[config.mk]
export PLATFORM = sky130hd
export DESIGN_NAME = pe_array_ctrl_flat
export DESIGN_NICKNAME = d
export VERILOG_FILES = /design/src/rtl/pe_array_ctrl_pkg.sv /design/src/rtl/pe_array_ctrl_if.sv /design/src/rtl/pe_array_ctrl_addr_gen.sv /design/src/rtl/pe_array_ctrl.sv /design/src/flat_wrapper.sv
export SDC_FILE = /design/constraint.sdc
export NUM_CORES = 1
export LEC_CHECK = 0
export CAP_MARGIN = 20
export CORE_AREA = 2 2 258 260
export DETAILED_ROUTE_END_ITERATION = 16
export DIE_AREA = 0 0 260 262
export PLACE_DENSITY_LB_ADDON = 0.1
export SLEW_MARGIN = 20
export SYNTH_ARGS = -nofsm -noshare
export SYNTH_HDL_FRONTEND = slang
export SYNTH_SLANG_ARGS = --single-unit
[constraint.sdc]
create_clock -name clk -period 8.64 [get_ports clk]
set_input_delay 1.728 -clock clk [delete_from_list [all_inputs] [get_ports clk]]
set_output_delay 1.728 -clock clk [all_outputs]
set_load 0.005 [all_outputs]
[src/rtl/pe_array_ctrl_pkg.sv]
// Shared widths, FSM state encoding, error causes and the SRAM address helper
// for the pe_array sequencer.
package pe_array_ctrl_pkg;

    localparam int K_MAX      = 16;
    localparam int K_W        = $clog2(K_MAX);
    localparam int TILE_W     = 8;
    localparam int ADDR_W     = 10;
    localparam int IN_W       = 256;
    localparam int WT_W       = 32;
    localparam int RV_TIMEOUT = 64;
    localparam int TMR_W      = $clog2(RV_TIMEOUT);

    typedef enum logic [2:0] {
        S_IDLE    = 3'd0,
        S_FEED    = 3'd1,
        S_LAST    = 3'd2,
        S_ROUND   = 3'd3,
        S_WAIT_RV = 3'd4,
        S_OUT     = 3'd5,
        S_DONE    = 3'd6
    } state_e;

    typedef enum logic [1:0] {
        ERR_NONE      = 2'd0,
        ERR_TIMEOUT   = 2'd1,
        ERR_ROUND_NUM = 2'd2
    } err_cause_e;

    // Row address of one beat; wraps modulo 2^ADDR_W by construction.
    function automatic logic [ADDR_W-1:0] sram_addr(input logic [ADDR_W-1:0] base,
                                                    input logic [ADDR_W-1:0] tile_off,
                                                    input logic [K_W-1:0]    step);
        return base + tile_off + ADDR_W'(step);
    endfunction

endpackage

[src/rtl/pe_array_ctrl_if.sv]
// SRAM read ports and tile-result handshake between the sequencer (master)
// and its SRAM / writeback neighbours (slave).
interface pe_array_ctrl_if;
    import pe_array_ctrl_pkg::*;

    logic              in_rd_en;
    logic [ADDR_W-1:0] in_rd_addr;
    logic [IN_W-1:0]   in_rd_data;
    logic              wt_rd_en;
    logic [ADDR_W-1:0] wt_rd_addr;
    logic [WT_W-1:0]   wt_rd_data;
    logic              res_valid;
    logic              res_ready;
    logic [TILE_W-1:0] res_tile;

    modport master (
        output in_rd_en, in_rd_addr, wt_rd_en, wt_rd_addr, res_valid, res_tile,
        input  in_rd_data, wt_rd_data, res_ready
    );

    modport slave (
        input  in_rd_en, in_rd_addr, wt_rd_en, wt_rd_addr, res_valid, res_tile,
        output in_rd_data, wt_rd_data, res_ready
    );

endinterface

[src/rtl/pe_array_ctrl_addr_gen.sv]
// Step/tile counters and SRAM address generation. The beat pipeline delays the
// step index by one cycle so add_number/keep line up with returning SRAM data.
module pe_array_ctrl_addr_gen
    import pe_array_ctrl_pkg::*;
(
    input  logic              clk,
    input  logic              rst_n,
    input  logic              clr,
    input  logic              issue,
    input  logic              tile_adv,
    input  logic [K_W-1:0]    cfg_k,
    input  logic [ADDR_W-1:0] in_base,
    input  logic [ADDR_W-1:0] wt_base,
    output logic [ADDR_W-1:0] in_addr,
    output logic [ADDR_W-1:0] wt_addr,
    output logic              step_last,
    output logic [TILE_W-1:0] tile,
    output logic              beat_vld,
    output logic [K_W-1:0]    beat_step
);

    logic [K_W-1:0]    step_q, step_d;
    logic [TILE_W-1:0] tile_q, tile_d;
    logic [ADDR_W-1:0] tile_off_q, tile_off_d;
    logic              beat_vld_q, beat_vld_d;
    logic [K_W-1:0]    beat_step_q, beat_step_d;

    assign step_last = (step_q == cfg_k);

    // Counter updates; tile_off tracks tile*(cfg_k+1) incrementally, no multiplier.
    always_comb begin
        step_d      = step_q;
        tile_d      = tile_q;
        tile_off_d  = tile_off_q;
        beat_vld_d  = issue;
        beat_step_d = issue ? step_q : beat_step_q;
        if (clr) begin
            step_d     = '0;
            tile_d     = '0;
            tile_off_d = '0;
        end else if (tile_adv) begin
            step_d     = '0;
            tile_d     = tile_q + TILE_W'(1);
            tile_off_d = tile_off_q + ADDR_W'(cfg_k) + ADDR_W'(1);
        end else if (issue) begin
            step_d = step_last ? '0 : step_q + K_W'(1);
        end
    end

    // Counter and beat-pipeline registers.
    always_ff @(posedge clk or negedge rst_n) begin
        if (!rst_n) begin
            step_q      <= '0;
            tile_q      <= '0;
            tile_off_q  <= '0;
            beat_vld_q  <= 1'b0;
            beat_step_q <= '0;
        end else begin
            step_q      <= step_d;
            tile_q      <= tile_d;
            tile_off_q  <= tile_off_d;
            beat_vld_q  <= beat_vld_d;
            beat_step_q <= beat_step_d;
        end
    end

    // Addresses are forced to zero when no read is being issued.
    always_comb begin
        in_addr = issue ? sram_addr(in_base, tile_off_q, step_q) : '0;
        wt_addr = issue ? sram_addr(wt_base, tile_off_q, step_q) : '0;
    end

    assign tile      = tile_q;
    assign beat_vld  = beat_vld_q;
    assign beat_step = beat_step_q;

endmodule

[src/rtl/pe_array_ctrl.sv]
// Tile sequencer for pe_array: feeds K rows/weight pairs per tile, triggers the
// rounder, waits for its result (with timeout) and hands the tile to writeback.
//
//  state   | meaning
//  IDLE    | waiting for start; array frozen (keep=1)
//  FEED    | one SRAM read per cycle, steps 0..cfg_k
//  LAST    | final beat returns from SRAM, no read
//  ROUND   | 1-cycle rounder trigger
//  WAIT_RV | waiting for rounder_valid, bounded by RV_TIMEOUT
//  OUT     | tile result presented until res_ready
//  DONE    | 1-cycle done pulse
module pe_array_ctrl
    import pe_array_ctrl_pkg::*;
(
    input  logic              clk,
    input  logic              rst_n,
    input  logic              start,
    input  logic [K_W-1:0]    cfg_k,
    input  logic [TILE_W-1:0] cfg_tiles,
    input  logic [ADDR_W-1:0] cfg_in_base,
    input  logic [ADDR_W-1:0] cfg_wt_base,
    pe_array_ctrl_if.master   bus,
    output logic [IN_W-1:0]   data_input_matrix,
    output logic [WT_W-1:0]   data_weight_matrix,
    output logic              keep,
    output logic [K_W-1:0]    add_number,
    output logic              rounder_en,
    input  logic              rounder_valid,
    input  logic [K_W-1:0]    round_number,
    output logic              busy,
    output logic              done,
    output logic              err
);

    state_e            state_q, state_d;
    logic [K_W-1:0]    k_q, k_d;
    logic [TILE_W-1:0] tiles_q, tiles_d;
    logic [ADDR_W-1:0] in_base_q, in_base_d;
    logic [ADDR_W-1:0] wt_base_q, wt_base_d;
    logic              err_q, err_d;
    logic [TMR_W-1:0]  tmr_q, tmr_d;
    err_cause_e        cause;

    logic              accept, issue, hs, last_tile, tile_adv, rv_hit, tmo;
    logic [ADDR_W-1:0] in_addr, wt_addr;
    logic              step_last, beat_vld;
    logic [TILE_W-1:0] tile;
    logic [K_W-1:0]    beat_step;

    assign accept    = (state_q == S_IDLE) && start;
    assign issue     = (state_q == S_FEED);
    assign hs        = (state_q == S_OUT) && bus.res_ready;
    assign last_tile = (tile == tiles_q);
    assign tile_adv  = hs && !last_tile;
    assign rv_hit    = (state_q == S_WAIT_RV) && rounder_valid;
    assign tmo       = (state_q == S_WAIT_RV) && !rounder_valid && (tmr_q == '0);

    pe_array_ctrl_addr_gen u_addr_gen (
        .clk       (clk),
        .rst_n     (rst_n),
        .clr       (accept),
        .issue     (issue),
        .tile_adv  (tile_adv),
        .cfg_k     (k_q),
        .in_base   (in_base_q),
        .wt_base   (wt_base_q),
        .in_addr   (in_addr),
        .wt_addr   (wt_addr),
        .step_last (step_last),
        .tile      (tile),
        .beat_vld  (beat_vld),
        .beat_step (beat_step)
    );

    // State register.
    always_ff @(posedge clk or negedge rst_n) begin
        if (!rst_n) state_q <= S_IDLE;
        else        state_q <= state_d;
    end

    // Next-state logic; rounder_valid outside WAIT_RV has no effect.
    always_comb begin
        state_d = state_q;
        unique case (state_q)
            S_IDLE:    if (start) state_d = S_FEED;
            S_FEED:    if (step_last) state_d = S_LAST;
            S_LAST:    state_d = S_ROUND;
            S_ROUND:   state_d = S_WAIT_RV;
            S_WAIT_RV: if (rounder_valid || tmr_q == '0) state_d = S_OUT;
            S_OUT:     if (bus.res_ready) state_d = last_tile ? S_DONE : S_FEED;
            S_DONE:    state_d = S_IDLE;
            default:   state_d = S_IDLE;
        endcase
    end

    // Job config capture, sticky error and rounder timeout down-counter.
    always_comb begin
        cause = ERR_NONE;
        if (rv_hit && round_number != k_q) cause = ERR_ROUND_NUM;
        else if (tmo)                      cause = ERR_TIMEOUT;

        k_d       = accept ? cfg_k       : k_q;
        tiles_d   = accept ? cfg_tiles   : tiles_q;
        in_base_d = accept ? cfg_in_base : in_base_q;
        wt_base_d = accept ? cfg_wt_base : wt_base_q;
        err_d     = accept ? 1'b0 : (err_q || cause != ERR_NONE);

        tmr_d = tmr_q;
        if (state_q == S_ROUND)                          tmr_d = TMR_W'(RV_TIMEOUT - 1);
        else if (state_q == S_WAIT_RV && tmr_q != '0)    tmr_d = tmr_q - TMR_W'(1);
    end

    // Datapath registers.
    always_ff @(posedge clk or negedge rst_n) begin
        if (!rst_n) begin
            k_q       <= '0;
            tiles_q   <= '0;
            in_base_q <= '0;
            wt_base_q <= '0;
            err_q     <= 1'b0;
            tmr_q     <= '0;
        end else begin
            k_q       <= k_d;
            tiles_q   <= tiles_d;
            in_base_q <= in_base_d;
            wt_base_q <= wt_base_d;
            err_q     <= err_d;
            tmr_q     <= tmr_d;
        end
    end

    // Output decode; beats pass SRAM data straight to the array in the cycle it returns.
    always_comb begin
        data_input_matrix  = beat_vld ? bus.in_rd_data : '0;
        data_weight_matrix = beat_vld ? bus.wt_rd_data : '0;
        keep               = beat_vld ? (beat_step != '0) : 1'b1;
        add_number         = '0;
        if (beat_vld)
            add_number = beat_step;
        else if (state_q == S_ROUND || state_q == S_WAIT_RV || state_q == S_OUT)
            add_number = k_q;
        rounder_en = (state_q == S_ROUND);
        busy       = (state_q != S_IDLE);
        done       = (state_q == S_DONE);
        err        = err_q;
    end

    assign bus.in_rd_en   = issue;
    assign bus.wt_rd_en   = issue;
    assign bus.in_rd_addr = in_addr;
    assign bus.wt_rd_addr = wt_addr;
    assign bus.res_valid  = (state_q == S_OUT);
    assign bus.res_tile   = (state_q == S_OUT) ? tile : '0;

endmodule

[src/flat_wrapper.sv]
// flat-port wrapper written by rule: the top's interface ports become plain ports
module pe_array_ctrl_flat import pe_array_ctrl_pkg::*;
  (clk, rst_n, start, cfg_k, cfg_tiles, cfg_in_base, cfg_wt_base, data_input_matrix, data_weight_matrix, keep, add_number, rounder_en, rounder_valid, round_number, busy, done, err, bus_in_rd_en, bus_in_rd_addr, bus_wt_rd_en, bus_wt_rd_addr, bus_res_valid, bus_res_tile, bus_in_rd_data, bus_wt_rd_data, bus_res_ready);
  pe_array_ctrl_if bus_i ();
  input  logic clk;
  input  logic rst_n;
  input  logic start;
  input  logic [K_W-1:0] cfg_k;
  input  logic [TILE_W-1:0] cfg_tiles;
  input  logic [ADDR_W-1:0] cfg_in_base;
  input  logic [ADDR_W-1:0] cfg_wt_base;
  output logic [IN_W-1:0] data_input_matrix;
  output logic [WT_W-1:0] data_weight_matrix;
  output logic keep;
  output logic [K_W-1:0] add_number;
  output logic rounder_en;
  input  logic rounder_valid;
  input  logic [K_W-1:0] round_number;
  output logic busy;
  output logic done;
  output logic err;
  output wire logic [$bits(bus_i.in_rd_en)-1:0] bus_in_rd_en;
  output wire logic [$bits(bus_i.in_rd_addr)-1:0] bus_in_rd_addr;
  output wire logic [$bits(bus_i.wt_rd_en)-1:0] bus_wt_rd_en;
  output wire logic [$bits(bus_i.wt_rd_addr)-1:0] bus_wt_rd_addr;
  output wire logic [$bits(bus_i.res_valid)-1:0] bus_res_valid;
  output wire logic [$bits(bus_i.res_tile)-1:0] bus_res_tile;
  input wire logic [$bits(bus_i.in_rd_data)-1:0] bus_in_rd_data;
  input wire logic [$bits(bus_i.wt_rd_data)-1:0] bus_wt_rd_data;
  input wire logic [$bits(bus_i.res_ready)-1:0] bus_res_ready;
  assign bus_in_rd_en = bus_i.in_rd_en;
  assign bus_in_rd_addr = bus_i.in_rd_addr;
  assign bus_wt_rd_en = bus_i.wt_rd_en;
  assign bus_wt_rd_addr = bus_i.wt_rd_addr;
  assign bus_res_valid = bus_i.res_valid;
  assign bus_res_tile = bus_i.res_tile;
  assign bus_i.in_rd_data = bus_in_rd_data;
  assign bus_i.wt_rd_data = bus_wt_rd_data;
  assign bus_i.res_ready = bus_res_ready;
  pe_array_ctrl u_core (.clk(clk), .rst_n(rst_n), .start(start), .cfg_k(cfg_k), .cfg_tiles(cfg_tiles), .cfg_in_base(cfg_in_base), .cfg_wt_base(cfg_wt_base), .bus(bus_i), .data_input_matrix(data_input_matrix), .data_weight_matrix(data_weight_matrix), .keep(keep), .add_number(add_number), .rounder_en(rounder_en), .rounder_valid(rounder_valid), .round_number(round_number), .busy(busy), .done(done), .err(err));
endmodule
# Word level (Yosys, flattened, before mapping)
# Index checks and enable logic that the tools add are counted.
word_totals:
  output_inout_bits: 328
  ff_bits: 69
  input_bits: 329
  elab_cells: 85
classes:
  n_reduce_logical: 24
  n_mux: 27
  n_addsub: 9
  n_eq_ne: 13
op_table:
  columns: ["op", "n"]
  rows:
  - ["two-way mux 256 bit", 1]
  - ["two-way mux 10 bit", 4]
  - ["two-way mux 32 bit", 1]
  - ["adder 10 x 4 -> 10 bit", 3]
  - ["two-way mux 4 bit", 6]
  - ["two-way mux 8 bit", 3]
  - ["adder 10 bit", 2]
  - ["one-hot mux 3 bit (6 select lines)", 1]
  - ["two-way mux 3 bit", 5]
  - ["two-way mux 6 bit", 2]
  - ["adder 10 x 1 -> 10 bit, second input constant", 1]
  - ["equality test 3 bit, second input constant", 3]
  - ["adder 8 x 1 -> 8 bit, second input constant", 1]
  - ["equality test 8 bit", 1]
  - ["logical AND 1 bit", 8]
  - ["equality test 3 x 2 -> 1 bit, second input constant", 2]
  - ["logical NOT 6 bit", 1]
  - ["!= test 2 bit, second input constant", 3]
  - ["nonzero test 2 bit", 3]
  - ["nonzero test 3 bit", 2]
  - ["nonzero test 6 bit", 1]
  - ["subtractor 6 x 1 -> 6 bit, second input constant", 1]
  - ["adder 4 x 1 -> 4 bit, second input constant", 1]
  - ["equality test 4 bit", 1]
  - ["other kinds (10)", 16]

# Depth between registers and ports, before layout
logic_depth:
  ltp_word: 8
  ltp_mapped: 8
  mapped_depth_nobuf: 8

# Hierarchy
# Synthesis repeated with hierarchy kept, for this count alone.
hier_totals:
  cells_unflattened: 767
  area_unflattened_um2: 6562.5
by_module_without_submodules:
  columns: ["module", "cells_per_inst", "area_each_um2", "n_inst", "seq_area_each_um2"]
  rows:
  - ["pe_array_ctrl", 492, 3978.8, 1, 1051.0]
  - ["pe_array_ctrl_addr_gen", 275, 2583.7, 1, 675.6]

# Worst setup path before layout
# Ideal clock, no wire load.
synth_timing:
  kind: "register to output"
  from: "reg u_core.u_addr_gen.step_q[1]"
  to: "out bus_in_rd_addr[9]"
  n_path_buf: 0
  arrival_ns: 2.597
  path_stages_with_launch: 9
  t_required_ns: 6.912
  setup_slack_ns: 4.315
  cell_sequence: "dfrtp_1 fa_1 ha_1 fa_1 a21o_1 a21o_1 a2111oi_0 o21bai_1 mux2i_1"
synth_between:
  elab_chain_cells: 2
synth_rtl:
  columns: ["item", "line", "rtl"]
  rows:
  - ["from (decl)", "pe_array_ctrl_addr_gen.sv:22", "logic [K_W-1:0] step_q, step_d;"]
  - ["from (signal assigned)", "pe_array_ctrl_addr_gen.sv:59", "step_q <= step_d;"]
  - ["adder 10 x 4 -> 10 bit", "pe_array_ctrl_pkg.sv:34", "return base + tile_off + ADDR_W'(step);"]
  - ["two-way mux 10 bit", "pe_array_ctrl_addr_gen.sv:69", "in_addr = issue ? sram_addr(in_base, tile_off_q, step_q) : '0;"]
  - ["to (decl)", "flat_wrapper.sv:23", "output wire logic [$bits(bus_i.in_rd_addr)-1:0] bus_in_rd_addr;"]
# Every way passes these cells.

# Worst setup path in the final report
layout_timing:
  from: "reg u_core.u_addr_gen.step_q[1]"
  to: "out bus_wt_rd_addr[9]"
layout_between:
  elab_chain_cells: 2
layout_rtl:
  columns: ["item", "line", "rtl"]
  rows:
  - ["adder 10 x 4 -> 10 bit", "pe_array_ctrl_pkg.sv:34", null]
  - ["two-way mux 10 bit", "pe_array_ctrl_addr_gen.sv:70", "wt_addr = issue ? sram_addr(wt_base, tile_off_q, step_q) : '0;"]
  - ["to (decl)", "flat_wrapper.sv:25", "output wire logic [$bits(bus_i.wt_rd_addr)-1:0] bus_wt_rd_addr;"]
# Every way passes these cells.

==> summary.md <==
| Metric | Value |
|---|---|
| Status | `completed` |
| DR iter-0 viols | `333` |
| Fillers | `7234` |
| Clk sink count | `69` |
| Nets | `1839` |
| Vias per inst | `3.74` |
| Synth Instances | `849` |
| Placed Area | `0.0140 mm^2` |
| I/O pin cnt | `657` |
| Commonest cells post-synth | `and2_1 (295), nand2_1 (147), dfrtp_1 (69), clkbuf_1 (40), ha_1 (34)` |
| Area fraction in compound gates after synthesis | `7.65%` |
| Remaining Overflow, GRT | `0` |
| Seq cells post-synth | `69` |
| Largest net degree at the start of global routing | `197` |
| CTS Hold Bufs | `0` |
| Worst reg2reg path startpoint | `u_core.u_addr_gen.tile[0]` |
| Area leader, netlist | `and2_1` |
| Area grow syn2layout | `119%` |
| Gate power share | `70.7%` |
| Required time worst endpoint | `6.91 ns` |
| Slew @ Worst Pin | `1.02 ns` |
| RSZ-0062 raised after global routing | `no` |
| Resized cells post-CTS | `0` |
| Cell with the most instances after synthesis | `and2_1` |
| Async SR Flop Fraction | `100%` |
| Post-Synth Adder-Cell Area | `9.82%` |
| Crit share post-route | `63.3%` |
| Final min period | `5.47 ns` |
| Setup_tns | `0 ns` |
| Critical Path Sink Type | `output pin` |
| Initial core utilization | `10.1%` |
| Xor/xnor share of the synthesized area | `4.13%` |
| Slew Viols, Final | `0` |
| Setup bufs post-CTS | `0` |
| Worst hold endpoint | `u_core.in_base_q[8]` |
| Final WL | `79700 um` |
| Mapped cell area | `0.00658 mm^2` |
| Psw | `1510 uW` |
| R2R setup slack | `5.87 ns` |
| Die area | `0.0681 mm^2` |
| Critical path type | `flip-flop to output pin` |
| Die Span X | `260 um` |
| Simple-gate portion of the synthesized area | `45.6%` |
| Critical R2R Capture | `u_core.u_addr_gen.tile_off_q[0]` |
| CTS Root Cell | `clkbuf_16` |
| Maxcap violations | `0` |
| Syn Area/Cell | `7.75 um^2` |
| Internal Pwr Total | `1880 uW` |
| Net Sw Frac | `44.6%` |
| Chip height | `262 um` |
| Routed via count | `8820` |
| Final hold vios | `0` |
| Total CTS buffers | `9` |
| Worst min path class | `flip-flop to flip-flop` |
| Max Root-Sink Buffers | `2` |
| CTS tree | `yes` |
| Syn nets | `1223` |
| # rows | `94` |
| Core region area | `0.0653 mm^2` |
| Initial antenna violation count | `108` |
| Pleak | `0.00573 uW` |
| Top post-synthesis cells by area | `and2_1 (28%), dfrtp_1 (26%), nand2_1 (8.4%)` |
| Critical path startpoint category | `flip-flop` |
| Pwr Density | `236 mW/mm^2` |
| R2R depth | `5` |
| Hold Path Depth | `2` |
| Crit path DAT | `3.74 ns` |
| Final setup skew | `0.00614 ns` |
| Total GRT Usage | `22.5%` |
| Share of the synthesized area in the top cell type | `28.1%` |
| Hold Crit Start | `u_core.in_base_q[8]` |
| Final Power | `3390 uW` |
| Fin area | `0.0144 mm^2` |
| Final antenna-violating net count | `0` |
| Pre-Repair DR Iteration Count | `4` |
| Number of global-route vias before repair | `8776` |
| Final setup fails | `0` |
| Seq/Total Area, Yosys | `26.3%` |
| Wire per inst | `33.8 um` |
| Clock network power share | `10.3%` |
| Relative slew slack | `31.1%` |
| Post-synthesis mux area share | `2.28%` |
| Sequential power share | `18.9%` |
| EDFF count, synth | `0` |
| Max Fclk | `183 MHz` |
| Clock-pin slew on the worst setup and hold paths | `0.06 ns` |
| Gpl congestion | `0.994` |
| First-pass GRT wire length | `98800 um` |
| CP Max Fanout | `7` |
| YS warnings | `0` |
| Max IR drop VDD | `151 uV` |
| Fin util | `22.0%` |
| Largest family of logic cells by synthesized area | `simple AND/OR/NAND/NOR gates` |
| H-tree depth | `3` |
| Synth cell types | `52` |
| Ys flop type | `dfrtp_1` |
| DRC Markers | `0` |
| Share of cells above drive strength 1 | `1.98%` |
| Clk Latency, worst-skew pair | `0.34 ns` |
| Detail Placement HPWL | `70500 um` |
| Port Buffers | `656` |
==> logic make-up (layout without fill, tap and decap cells) <==
logic type	after synthesis	count (layout)
xor gates and xnor gates	31	31
muxes	15	15
adders and majority gates	45	45
DFF	69	69
other	0	25
buffers and inverters	69	688
and+or+nand+nor	545	545
AOI/OAI and AO/OA	75	75
==> power groups by stage <==
stage	combinational [uW]	sequential, uW	clock, uW
2_1_floorplan	1020	522	0
3_3_place_gp	2480	653	0
3_5_place_dp	2450	654	0
4_1_cts	2480	650	364
5_1_grt	2600	672	374
6_report	2400	643	351
==> layer usage <==
metal	up-vias	GRT usage (%)	part of all wire (%)
met5	-	0	0.54
met4	66	1.90	1.0
met3	165	11.9	11
met2	433	39.6	49
met1	4135	24.8	38
li1	4021	-	-
==> worst max path at each step <==
stage / slack [ns] / endpoint / from / depth (start not counted)
final: 3.17 / bus_wt_rd_addr[9] / u_core.u_addr_gen.step_q[1] / 9
after global routing: 2.84 / bus_wt_rd_addr[9] / u_core.u_addr_gen.step_q[1] / 9
after CTS: 3.08 / bus_wt_rd_addr[9] / u_core.u_addr_gen.step_q[1] / 9
after detailed placement: 3.48 / bus_wt_rd_addr[9] / u_core.u_addr_gen.step_q[1] / 9
after global placement: 3.50 / bus_wt_rd_addr[9] / u_core.u_addr_gen.step_q[1] / 9
after floorplan: 4.31 / bus_in_rd_addr[9] / u_core.u_addr_gen.step_q[1] / 8
==> worst max-delay path, stage by stage (launching register included) <==
cell             delay [ns]
dfrtp_1                0.54
fa_1                   0.48
ha_1                   0.26
fa_1                   0.42
a21o_1                 0.17
a21o_1                 0.20
a2111oi_0              0.45
o21bai_1               0.12
mux2i_1                0.21
clkdlybuf4s50_1        0.54
==> sequential cells by signal, summed over array words and instances, names as in the netlist <==
signal,cells
u_core.k_q,4
u_core.u_addr_gen.tile_off_q,10
u_core.in_base_q,10
u_core.tiles_q,8
u_core.u_addr_gen.tile,8
u_core.tmr_q,6
u_core.u_addr_gen.beat_vld,1
u_core.u_addr_gen.step_q,4
u_core.u_addr_gen.beat_step,4
u_core.state_q,3
u_core.err,1
u_core.wt_base_q,10
==> through the flow <==
stage / hold slack, ns / worst slack, ns / cells
floorplan: 0.450 / 4.31 / 849
global placement: 0.468 / 3.50 / 2317
detailed placement: 0.474 / 3.48 / 2317
CTS: 0.488 / 3.08 / 2331
global route: 0.513 / 2.84 / 2334
finish: 0.479 / 3.17 / 2357
==> cell usage in the layout (no fill, tap or decap), drive strengths merged, types with 7 or more instances in the layout <==
cell	n
diode	25
nor2	26
nand2	147
and3	10
and2	295
nor3	15
ha	34
or4	7
o21ai	18
a21oi	15
clkbuf	12
xnor2	19
dfrtp	69
clkdlybuf4s50	655
fa	11
nand3	8
mux2i	15
nand4	7
a21o	7
inv	13
xor2	12
==> layout make-up <==
type	instances	area (um^2)	share of cell area [%]
diodes	25	62.6	0.435
clock buffers	12	256	1.78
clock inverters	2	10.0	0.0696
inverters	13	48.8	0.339
multi-input cells	711	4570	31.8
flip-flops and latches	69	1730	12.0
well taps	864	1080	7.51
repair buffers	661	6630	46.1
Note: power is estimated with default switching activity, not from simulation.
==> variant 1, RTL diff (same settings) <==
Register the input `cfg_tiles` before use, with the module's reset. The logic sees it one clock later. The other inputs are not delayed to match.
--- a/src/rtl/pe_array_ctrl.sv
+++ b/src/rtl/pe_array_ctrl.sv
@@ -31,6 +31,16 @@
     output logic              done,
     output logic              err
 );
+
+    logic [TILE_W-1:0] cfg_tiles_q;
+
+    always_ff @(posedge clk or negedge rst_n) begin
+        if (!rst_n) begin
+            cfg_tiles_q <= '0;
+        end else begin
+            cfg_tiles_q <= cfg_tiles;
+        end
+    end
 
     state_e            state_q, state_d;
     logic [K_W-1:0]    k_q, k_d;
@@ -100,7 +110,7 @@
         else if (tmo)                      cause = ERR_TIMEOUT;
 
         k_d       = accept ? cfg_k       : k_q;
-        tiles_d   = accept ? cfg_tiles   : tiles_q;
+        tiles_d   = accept ? cfg_tiles_q : tiles_q;
         in_base_d = accept ? cfg_in_base : in_base_q;
         wt_base_d = accept ? cfg_wt_base : wt_base_q;
         err_d     = accept ? 1'b0 : (err_q || cause != ERR_NONE);
Function: same outputs for any inputs over 4 cycles, from zero or initial values and one cycle with rst_n low; that may be too few to reach the edited logic, so the function may still have changed.
==> variant 1 against the unedited design <==
Global-route usage is 0.61 points higher. Final area increased by 1.9%. First-iteration DRC count is 22% higher. Setup slack got worse by 81 ps. Die area did not move. Largest cell class unchanged. Sequential cell count increased by 8. Power fell by 0.35%. Area after synthesis is 3.0% higher. Wire length increased by 2.3%. Largest power group unchanged.
==> variant 1: results (changes against the unedited design) <==
Outcome
  • Outcome: completed (unchanged)

Timing
  • Max-slew headroom: 0.321 (was 0.311)
  • Hold Worst Slack: 441 ps (was 479 ps)
  • Clock skew: 5.90 ps (was 6.14 ps)

Finish
  • Layout cells sized above 1: 0.0298 (was 0.0198)
  • Filler Cell Count: 7223 (was 7234)
  • Invs w/o clock: 11 (was 13)
  • Final non-clock buffer share: 0.451 (was 0.461)
  • Clock buffer count: 10 (was 12)
  • Final net count: 1847 (was 1839)

Place
  • Post-DP HPWL: 72.2 mm (was 70.5 mm)
  • Setup slack at placement: 3470 ps (was 3480 ps)
  • Placed cell areas: 14200 um^2 (was 14000 um^2)
  • GP Congestion: 1.13 (was 0.994)

Setup path
  • FF-to-FF path depth: 7 (was 5)
  • R2r startpoint: u_core.state_q[0]$_DFFE_PN0P_ (was u_core.u_addr_gen.tile[0]$_DFFE_PN0P_)
  • Worst r2r dst: u_core.u_addr_gen.step_q[2]$_DFFE_PN0P_ (was u_core.u_addr_gen.tile_off_q[0]$_DFFE_PN0P_)
  • Setup slack, reg-to-reg: 6280 ps (was 5870 ps)

Pwr
  • Peak supply drop: 0.000102 V (was 0.000151 V)
  • Combinational cell power: 0.00224 W (was 0.00240 W)
  • Seq pwr share: 0.201 (was 0.189)
  • Pwr Density: 231 nW/um^2 (was 236 nW/um^2)
  • Static Leak: 5.89 nW (was 5.73 nW)

Route
  • Final WL: 81.5 mm (was 79.7 mm)
  • Avg WL per Cell: 34.5 um (was 33.8 um)
  • Wire length on met2: 39.8 mm (was 38.8 mm)
  • Met3 WL: 7.29 mm (was 9.13 mm)

GRT
  • Total track usage: 0.231 (was 0.225)
  • Initial antenna violation count: 78 (was 108)
  • Pin count of the biggest net entering global routing: 112 (was 197)
  • First-pass GRT wire length: 101 mm (was 98.8 mm)
  • Vias in the first global route: 8801 (was 8776)

Logic synthesis
  • Synth top area cells: dfrtp_1 (28%), and2_1 (28%), nand2_1 (8.0%) (was and2_1 (28%), dfrtp_1 (26%), nand2_1 (8.4%))
  • Synth top cells by count: and2_1 (304), nand2_1 (145), dfrtp_1 (77) (was and2_1 (295), nand2_1 (147), dfrtp_1 (69))
  • Post-synthesis sequential area ratio: 0.284 (was 0.263)
  • Netlist cell types: 56 (was 52)

Min path
  • Hold Path Origin: u_core.cfg_tiles_q[7]$_DFF_PN0_ (was u_core.in_base_q[8]$_DFFE_PN0P_)
  • Worst Hold Path EP: u_core.tiles_q[7]$_DFFE_PN0P_ (was u_core.in_base_q[8]$_DFFE_PN0P_)
-- variant 1: changes by cell type after synthesis, sizes merged, moves of 5 or more --
cell,unedited run,this run
xor2,12,24
and2,295,305
xnor2,19,9
o21ai,18,27
dfrtp,69,77
and3,10,3
mux2i,15,8
nor3,15,10
-- variant 1: critical path, stage by stage (launching register included) --
cell and delay [ps]:
dfrtp_1 520, fa_1 490, ha_1 270, fa_1 420
a21o_1 170, a21o_1 210, a2111oi_0 520, o21bai_1 140
mux2i_1 200, clkdlybuf4s50_1 530
-- variant 1: metal layers --
metal	GRT usage	up-vias
li1	-	4038
met1	0.276	4131
met2	0.407	391
met3	0.0862	144
met4	0.0212	54
met5	0	-
-- variant 1: logic make-up after synthesis --
family	after synthesis	share of synthesized area
xor+xnor	33	0.0427
compound gates	84	0.0829
fa+ha+maj	45	0.0953
simple gates	542	0.443
mux	8	0.0118
buf+inv	64	0.0397
flops	77	0.284
==> variant 2, RTL diff (config.mk and constraints unchanged) <==
Made on the original files. Change the package constant `K_MAX` from 16 to 32.
--- a/src/rtl/pe_array_ctrl_pkg.sv
+++ b/src/rtl/pe_array_ctrl_pkg.sv
@@ -2,7 +2,7 @@
 // for the pe_array sequencer.
 package pe_array_ctrl_pkg;
 
-    localparam int K_MAX      = 16;
+    localparam int K_MAX      = 32;
     localparam int K_W        = $clog2(K_MAX);
     localparam int TILE_W     = 8;
     localparam int ADDR_W     = 10;
Interface: changed (resized add_number, cfg_k and round_number); port bits go from 657 to 660. No check against the original RTL was run, so the function may have changed too.
==> variant 2 against the unedited design <==
Setup slack improved by 93 ps. Power increased by 1.5%. Synthesized cell count decreased by 0.12%. Non-clock buffer count increased by 4. Area after synthesis increased by 1.5%. Final area increased by 1.1%. Sequential cell count increased by 3. Fmax increased by 1.7%. Wire length decreased by 7.8%. Final cell count decreased by 0.30%.
==> variant 2: results (changes against the unedited design) <==
Pwr
  • Net switching power: 0.00153 W (was 0.00151 W)
  • Peak supply drop: 0.000127 V (was 0.000151 V)
  • Static Leak: 5.87 nW (was 5.73 nW)
  • Clk pwr: 0.000421 W (was 0.000351 W)
  • Seq pwr: 0.000644 W (was 0.000643 W)
  • PnR Total Power: 0.00344 W (was 0.00339 W)

Outcome
  • Outcome: completed (unchanged)

Place
  • Post-DP HPWL: 63.9 mm (was 70.5 mm)
  • Placed cell areas: 14200 um^2 (was 14000 um^2)
  • Number of port buffers: 659 (was 656)
  • GP Congestion: 0.911 (was 0.994)

Setup path
  • Worst r2r dst: u_core.state_q[0]$_DFFE_PN0P_ (was u_core.u_addr_gen.tile_off_q[0]$_DFFE_PN0P_)
  • FF-to-FF path depth: 6 (was 5)
  • Setup slack, reg-to-reg: 6150 ps (was 5870 ps)
  • Crit path DAT: 3650 ps (was 3740 ps)
  • Critical Path End Type: output port (unchanged)
  • R2r startpoint: u_core.state_q[1]$_DFFE_PN0P_ (was u_core.u_addr_gen.tile[0]$_DFFE_PN0P_)

GRT
  • Pin count of the biggest net entering global routing: 170 (was 197)
  • First-pass GRT wire length: 92.9 mm (was 98.8 mm)
  • Initial antenna violation count: 33 (was 108)
  • Total track usage: 0.208 (was 0.225)
  • Vias in the first global route: 8947 (was 8776)

Finish
  • Final net count: 1848 (was 1839)
  • Largest registers: u_core.in_base_q (10), u_core.u_addr_gen.tile_off_q (10), u_core.wt_base_q (10) (unchanged)
  • Filler Cell Count: 7243 (was 7234)
  • Layout cells sized above 1: 0.0230 (was 0.0198)

Timing
  • Clock skew: 8.55 ps (was 6.14 ps)
  • Max-slew headroom: 0.456 (was 0.311)

Logic synthesis
  • Synth Register Bits: 72 (was 69)
  • Netlist cell types: 51 (was 52)
  • Syn. warnings: 0 (unchanged)
  • Syn nets: 1225 (was 1223)
  • Post-synthesis sequential area ratio: 0.270 (was 0.263)
  • Synth top cells by count: and2_1 (298), nand2_1 (138), dfrtp_1 (72) (was and2_1 (295), nand2_1 (147), dfrtp_1 (69))
  • Synth top area cells: and2_1 (28%), dfrtp_1 (27%), nand2_1 (7.8%) (was and2_1 (28%), dfrtp_1 (26%), nand2_1 (8.4%))

Clock tree
  • Worst-path clk slew: 60 ps (about the same)
  • CTS Buf Count: 9 (unchanged)
  • H-tree depth: 3 (unchanged)
  • Clk Latency, worst-skew pair: 360 ps (was 340 ps)

Route
  • Avg WL per Cell: 31.3 um (was 33.8 um)
  • Via-to-Cell Ratio: 3.64 (was 3.74)
  • 1st-iter DRT viols: 420 (was 333)
==> variant 2: changes by cell type after synthesis, moves of 6 or more <==
cell / change
mux2i_1: -9
nand2_1: -9
buf_2: -8
xor2_1: +8
nor3_1: -10
nor2_1: -7
o21ai_0: +8
a22o_1: +6
nand3_1: +10
==> variant 2: metal layers <==
layer	vias to the layer above	share of wire	GRT usage
met4	32	0.0092	0.0252
met3	65	0.11	0.0916
met5	-	0.0030	0
met1	4081	0.41	0.257
met2	352	0.47	0.343
li1	4017	-	-
==> variant 2: logic make-up (layout without fill, tap and decap cells) <==
family          count (synthesis)  in the layout  synth area share
compound gates                 89             89            0.0862
simple gates                  532            532             0.445
xor+xnor                       36             36            0.0472
flops                          72             72             0.270
buf+inv                        67            695            0.0418
fa+ha+maj                      46             46             0.101
mux                             6              6           0.00899
other cells                     0             10                 0
==> variant 2: through the flow <==
step           cells  hold WS [ps]   util  setup slack, ps
2_1_floorplan    848           450      -             4460
3_3_place_gp    2323           468  0.217             3670
3_5_place_dp    2324           474  0.218             3670
4_1_cts         2340           490  0.222             3220
5_1_grt         2340           514  0.222             3030
6_report        2350           483  0.223             3270
==> variant 2: worst max-delay path: stages, from the launching register on <==
cell,delay [ps]
dfrtp_1,530
fa_1,480
ha_1,260
fa_1,430
a21o_1,190
a21o_1,210
a211oi_1,340
o21ai_0,120
a21oi_1,170
clkdlybuf4s50_1,550
==> variant 2: layout make-up <==
cell class	instances	area [um^2]	area share
clock inverter	3	65.1	0.00447
tap	864	1080	0.0743
antenna	10	25.0	0.00172
multi-input combinational	709	4600	0.316
sequential	72	1810	0.124
timing repair buffer	665	6670	0.459
inverter	14	52.6	0.00361
clock buffer	13	250	0.0172
